<file path="config.mk">
export PLATFORM = sky130hd
export DESIGN_NAME = mem_bus_reader
export DESIGN_NICKNAME = d
export VERILOG_FILES = /design/src/rtl/mem_bus_reader.sv
export SDC_FILE = /design/constraint.sdc
export NUM_CORES = 1
export LEC_CHECK = 0
export ABC_AREA = 1
export CORE_MARGIN = 3
export CORE_UTILIZATION = 40
export DETAILED_ROUTE_END_ITERATION = 12
export MAX_ROUTING_LAYER = met4
export PLACE_DENSITY = 0.78
export SYNTH_ARGS = -nofsm -noshare
export SYNTH_HDL_FRONTEND = slang
export SYNTH_SLANG_ARGS = --single-unit
</file>
<file path="constraint.sdc">
create_clock -name CLK -period 1.5 [get_ports CLK]
set_input_delay 0.3 -clock CLK [delete_from_list [all_inputs] [get_ports CLK]]
set_output_delay 0.3 -clock CLK [all_outputs]
set_load 0.03 [all_outputs]
</file>
<file path="src/rtl/mem_bus_reader.sv">
// Bus-initiating block reader: requests the shared memory bus, reads one word per grant and streams it out.
// First word 2 cycles after the start edge, 3 cycles per later word; the bus is released while a held word waits for out_ready.
module mem_bus_reader #(
   parameter int ADDR_W = 7,
   parameter int DATA_W = 32
) (
   input  logic              CLK,
   input  logic              RST,
   input  logic              start,
   input  logic [ADDR_W-1:0] base_addr,
   input  logic [ADDR_W:0]   len,
   output logic              bus_req,
   input  logic              bus_gnt,
   output logic              CS,
   output logic              WE,
   output logic [ADDR_W-1:0] Address,
   inout  wire  [DATA_W-1:0] Mem_Bus,
   output logic [DATA_W-1:0] out_data,
   output logic              out_valid,
   input  logic              out_ready,
   output logic              busy,
   output logic              done
);

   typedef enum logic [2:0] {IDLE, REQ, ADDR, HOLD, DONE} state_t;

   localparam logic [ADDR_W:0]   REM_ONE  = 1;
   localparam logic [ADDR_W-1:0] ADDR_ONE = 1;

   state_t            state, state_nxt;
   logic [ADDR_W-1:0] addr_q, addr_nxt;
   logic [ADDR_W:0]   rem_q, rem_nxt;
   logic [DATA_W-1:0] data_q, data_nxt;

   // Memory owns the data bus during reads; this block never drives it.
   assign Mem_Bus = {DATA_W{1'bz}};

   always_ff @(posedge CLK or negedge RST) begin
      if (!RST) begin
         state  <= IDLE;
         addr_q <= '0;
         rem_q  <= '0;
         data_q <= '0;
      end else begin
         state  <= state_nxt;
         addr_q <= addr_nxt;
         rem_q  <= rem_nxt;
         data_q <= data_nxt;
      end
   end

   always_comb begin
      state_nxt = state;
      addr_nxt  = addr_q;
      rem_nxt   = rem_q;
      data_nxt  = data_q;
      case (state)
         IDLE: begin
            if (start) begin
               if (len == '0) begin
                  state_nxt = DONE;
               end else begin
                  addr_nxt  = base_addr;
                  rem_nxt   = len;
                  state_nxt = REQ;
               end
            end
         end
         REQ: begin
            if (bus_gnt) state_nxt = ADDR;
         end
         ADDR: begin
            // A grant dropped during the access discards the word and retries the same address.
            if (bus_gnt) begin
               data_nxt  = Mem_Bus;
               state_nxt = HOLD;
            end else begin
               state_nxt = REQ;
            end
         end
         HOLD: begin
            if (out_ready) begin
               if (rem_q == REM_ONE) begin
                  state_nxt = DONE;
               end else begin
                  addr_nxt  = addr_q + ADDR_ONE;
                  rem_nxt   = rem_q - REM_ONE;
                  state_nxt = REQ;
               end
            end
         end
         DONE:    state_nxt = IDLE;
         default: state_nxt = IDLE;
      endcase
   end

   assign bus_req   = (state == REQ) || (state == ADDR);
   assign CS        = (state == ADDR);
   assign WE        = 1'b0;
   assign Address   = (state == ADDR) ? addr_q : '0;
   assign out_data  = data_q;
   assign out_valid = (state == HOLD);
   assign busy      = (state != IDLE);
   assign done      = (state == DONE);

endmodule

</file>
# Word level (Yosys, flattened, before mapping)
# Cells that the tools add are included.
dict set report word_totals {
  output_inout_bits 77
  ff_bits 19
  in_bits 20
  word_cells 42
}
dict set report classes {
  n_eq_ne 10
  reduce_logical 8
  n_mux 18
  addsub 2
}
# op count
set ops {}
lappend ops {{2-to-1 mux 7 bit} 5}
lappend ops {{2-to-1 mux 8 bit} 4}
lappend ops {{case mux 8 bit (2 select lines)} 1}
lappend ops {{2-to-1 mux 3 bit} 5}
lappend ops {{case mux 7 bit (2 select lines)} 1}
lappend ops {{case mux 3 bit (4 select lines)} 1}
lappend ops {{== test 8 x 1 -> 1 bit (second input constant)} 1}
lappend ops {{logical NOT 8 bit} 1}
lappend ops {{!= test 2 bit (second input constant)} 4}
lappend ops {{subtractor 8 x 1 -> 8 bit (second input constant)} 1}
lappend ops {{adder 7 x 1 -> 7 bit (second input constant)} 1}
lappend ops {{== test 3 x 2 -> 1 bit (second input constant)} 2}
lappend ops {{AND reduction 5 bit} 1}
lappend ops {{== test 3 x 1 -> 1 bit (second input constant)} 1}
lappend ops {{== test 3 bit (second input constant)} 1}
lappend ops {{logical NOT 3 bit} 1}
lappend ops {{AND reduction 3 bit} 1}
lappend ops {{nonzero test 3 bit} 1}
lappend ops {{2-to-1 mux 2 bit} 1}
lappend ops {{!= test 2 x 1 -> 1 bit (second input constant)} 1}
lappend ops {{AND reduction 2 bit} 1}
lappend ops {{nonzero test 2 bit} 1}
lappend ops {{logical OR 1 bit} 1}

# Depth between registers and ports, before layout
dict set report depth {
  depth_word 4
  ltp_mapped 10
}

# Worst setup path before layout
# Ideal clock, no wire load.
dict set report synth_path {
  path_type {register to output}
  from {register state[1]}
  to {output bus_req}
  t_arrival_ns 1.304
  stages_incl_launch_ff 6
  slack_ns -0.104
  t_required_ns 1.200
  cell_sequence {dfrtp_1 > inv_1 > nor2_1 > nand2_1 > inv_1 > or2_2}
}
dict set report synth_via {
  elab_chain_len 2
  word_cells_on_any_way 3
  classes_between {eq/ne (2); reduce/logical (1)}
}
# item line_no
set synth_rtl {}
lappend synth_rtl {{from (decl)} 30} ;# state_t state, state_nxt;
lappend synth_rtl {{from (signal assigned)} 45} ;# state <= state_nxt;
lappend synth_rtl {{== test 3 x 2 -> 1 bit} -}
lappend synth_rtl {{net CS} 14} ;# output logic CS,
lappend synth_rtl {{logical OR 1 bit} 97} ;# assign bus_req = (state == REQ) || (state == ADDR);
lappend synth_rtl {{to (decl)} 12} ;# output logic bus_req,
# The timed path passes the listed nets, and every way through them passes these cells.

# Final worst setup path
dict set report layout_path {
  from {register state[1]}
  to {output bus_req}
}
dict set report layout_via {
  elab_chain_len 2
  word_cells_on_any_way 3
  classes_between {eq/ne (2); reduce/logical (1)}
}
# item line_no
set layout_rtl {}
lappend layout_rtl {{== test 3 x 1 -> 1 bit or == test 3 x 2 -> 1 bit (tied branches)} 97}
lappend layout_rtl {{logical OR 1 bit *} 97}
# Mark *: on every way between the ends. The rest lies on a longest branch, timed or not.

==> flow_summary_export.csv <==
group,metric,value,unit
global_route,grt.total_usage,15.2,%
finish,ff_latch_area,480,um^2
critical_path,crit_top_cell,"inv_2",
synth,synth_area_per_cell,6.53,um^2
sta,worst_hold_slack,0.365,ns
global_route,grt_start_max_net_pins,28,
synth,netlist-cell-type-count,23,
sta,finalSetupViolations,26,
floorplanning,ios,97,
critical_path,cp_data_required_time,1.20,ns
global_route,grt_pass1_vias,1447,
floorplanning,dieArea,5580,um^2
sta,rsz0062_at_grt,"true",
finish,antenna_cells,0,
pwr,p_per_area,1870,nW/um^2
pwr,p_comb_share,69.0,%
detailed_routing,drt-pass1-iter-count,4,
detailed_routing,route.detailed.drc,0,
floorplanning,die_h,74.7,um
placed_design,port_buffers,63,
finish,fin_cells,392,
placed_design,hpwl,3310,um
critical_path,path_class,"flop to primary output",
finish,final_common_cell,"nand2_1",
clock_tree,cts_tree,"yes",
outcome,status,"finished with violations",
pwr,fin_total_pwr,4470,uW
synth,yosysWarningCount,0,
finish,multiInputGateArea,958,um^2
pwr,p_int,2160,uW
finish,syn_to_final_growth,26.5,%
run,cap_violations,0,
clock_tree,clkSinkCount,19,
detailed_routing,num_vias,1740,
detailed_routing,drt_wl_total,4210,um
pwr,p_seq_share,22.8,%
clock_tree,worstSkewPairLatency,0.26,ns
pwr,clockPowerShare,8.2,%
finish,utilization,53.7,%
detailed_routing,drtIter0Drc,98,
sta,maxSlewViolCount,0,
pwr,power_switching,2310,uW
pwr,swShare,51.7,%
sta,period_needed,1.61,ns
finish,num-nets-final,364,
hold_path,hold_class,"input pin to async pin",
detailed_routing,via_per_inst,4.44,
pwr,ir_drop,0.733,mV
synth,yosysSeqAreaShare,25.2,%
global_route,grt_overflow,0,
clock_tree,cts.clk_slew.worst_paths,0.08,ns
synth,ys_ff_latch,19,
clock_tree,cts_max_path_buffers,2,
sta,hold_viol_final,0,
clock_tree,numCtsBuffers,3,
floorplanning,die_x,74.7,um
placed_design,dp_cells,384,
detailed_routing,wire_per_inst,10.7,um
critical_path,cp_cell_sequence,"inv_2 -> nor2_1 -> nand2_1 -> inv_2 -> or2_4 -> buf_6",
sta,finalSetupTns,-1.17,ns
floorplanning,start_util,42.5,%
critical_path,cp_slowest_stage_delay,0.45,ns
global_route,grt_first_pass_wirelength,6440,um
floorplanning,num_rows,24,
clock_tree,htree_num_levels,1,
finish,fillCellCount,465,
synth,synthCells,289,
sta,setup_ws,-0.107,ns
clock_tree,cts-root-buf,"clkbuf_8",
floorplanning,core,4440,um^2
placed_design,gp_congestion,0.860,
critical_path,critPathMaxFanout,5,
sta,fmax,0.622,GHz
critical_path,cp_slowest_cell,"dfrtp_2",
critical_path,critPathCaptureType,"primary output",
synth,netlist_area,1890,um^2
critical_path,critPathLaunchType,"flop",
outcome,violations,"setup timing",
finish,layout_common_cells,"nand2_1 (92), buf_4 (51), conb_1 (33), nor2_1 (26), inv_1 (23)",
sta,clock_skew,0.00787,ns
detailed_routing,ant_nets,0,
finish,layout-drive-gt1-share,28.2,%
sta,finalCritPeriodShare,107,%
global_route,antenna_found_initial,0,
pwr,p_leak,0.00133,uW
critical_path,worst_ep_arrival_time,1.31,ns
## synthesized netlist by cell type (all sizes together)
cell type | n | area (um^2)
nor3 | 2 | 10.0
nand3b | 1 | 7.51
o21ai | 12 | 60.1
nand2 | 97 | 377
nand3 | 15 | 97.6
and3 | 1 | 6.26
a31oi | 3 | 18.8
or2 | 2 | 12.5
conb | 1 | 3.75
dfrtp | 19 | 475
nor2 | 35 | 146
ha | 3 | 37.5
nand4 | 2 | 12.5
xor2 | 1 | 8.76
inv | 27 | 101
buf | 68 | 513
## cell families (layout without fill, tap and decap cells)
logic type	count (synthesis)	after routing	synth area share [%]
flip-flops	19	19	25.2
AND/OR/NAND/NOR	155	155	35.5
adder cells (fa/ha/maj)	3	3	1.99
other	1	33	0.199
AO/OA/AOI/OAI	15	15	4.18
XOR/XNOR	1	1	0.464
buffers and inverters	95	114	32.5
## path summary, 6_finish.rpt
kind | from | slack (ns) | endpoint | depth (start not counted)
max | state[1]$_DFFE_PN0P_ | -0.11 | bus_req | 6
min | RST | 0.36 | rem_q[2]$_DFFE_PN0P_ | 2
max reg2reg | rem_q[1]$_DFFE_PN0P_ | -0.04 | rem_q[6]$_DFFE_PN0P_ | 10
min reg2reg | rem_q[7]$_DFFE_PN0P_ | 0.52 | rem_q[7]$_DFFE_PN0P_ | 2
max in group asynchronous | RST | 0.89 | out_data[0]$_DFFE_PN0P_ | 2
min in group CLK | rem_q[7]$_DFFE_PN0P_ | 0.52 | rem_q[7]$_DFFE_PN0P_ | 2
## critical path: cells and delay by family (launching register included)
kind          cells  cell delay, ns
buf+inv           3            0.25
simple gates      3            0.35
flops             1            0.45
## flip-flops by register name (all words and copies together), names as in the netlist
name,count
out_data,1
state,3
addr_q,7
rem_q,8
## metal layers
layer  global-route usage [%]  part of all wire (%)  vias up
li1                         -                     -      889
met2                     27.0                    50       81
met1                     18.4                    41      765
met3                     1.74                   8.4        5
met5                        -                     0        -
met4                     3.56                  0.83        0
## per-stage QoR
step / cell area, um^2 / worst slack, ns
final: 2390 / -0.107
after global routing: 2390 / -0.167
after CTS: 2360 / -0.146
after detailed placement: 2210 / -0.226
after global placement: 2210 / -0.170
after floorplan: 2010 / -0.0317
## repair_timing
action,in CTS,in global routing
buffers inserted,4,0
resized for setup,18,10
hold buffers,0,0
setup endpoints to repair,18,27
pin swaps,2,1
## power by group through the flow
stage | Sequential [uW] | Combinational (uW) | Clock, uW
after global routing | 1060 | 3450 | 395
final | 1020 | 3090 | 368
after CTS | 1010 | 3060 | 372
after global placement | 999 | 2730 | 0
after detailed placement | 1010 | 2800 | 0
after floorplan | 992 | 2100 | 0
## layout make-up
cell class | instances | area share (%)
multi-input cells | 207 | 40.1
repair buffers | 83 | 30.9
flip-flops and latches | 19 | 20.1
inverters | 27 | 4.24
well taps | 52 | 2.72
clock buffers | 3 | 1.73
clock inverters | 1 | 0.210
Note: power is estimated with default switching activity, not from simulation.
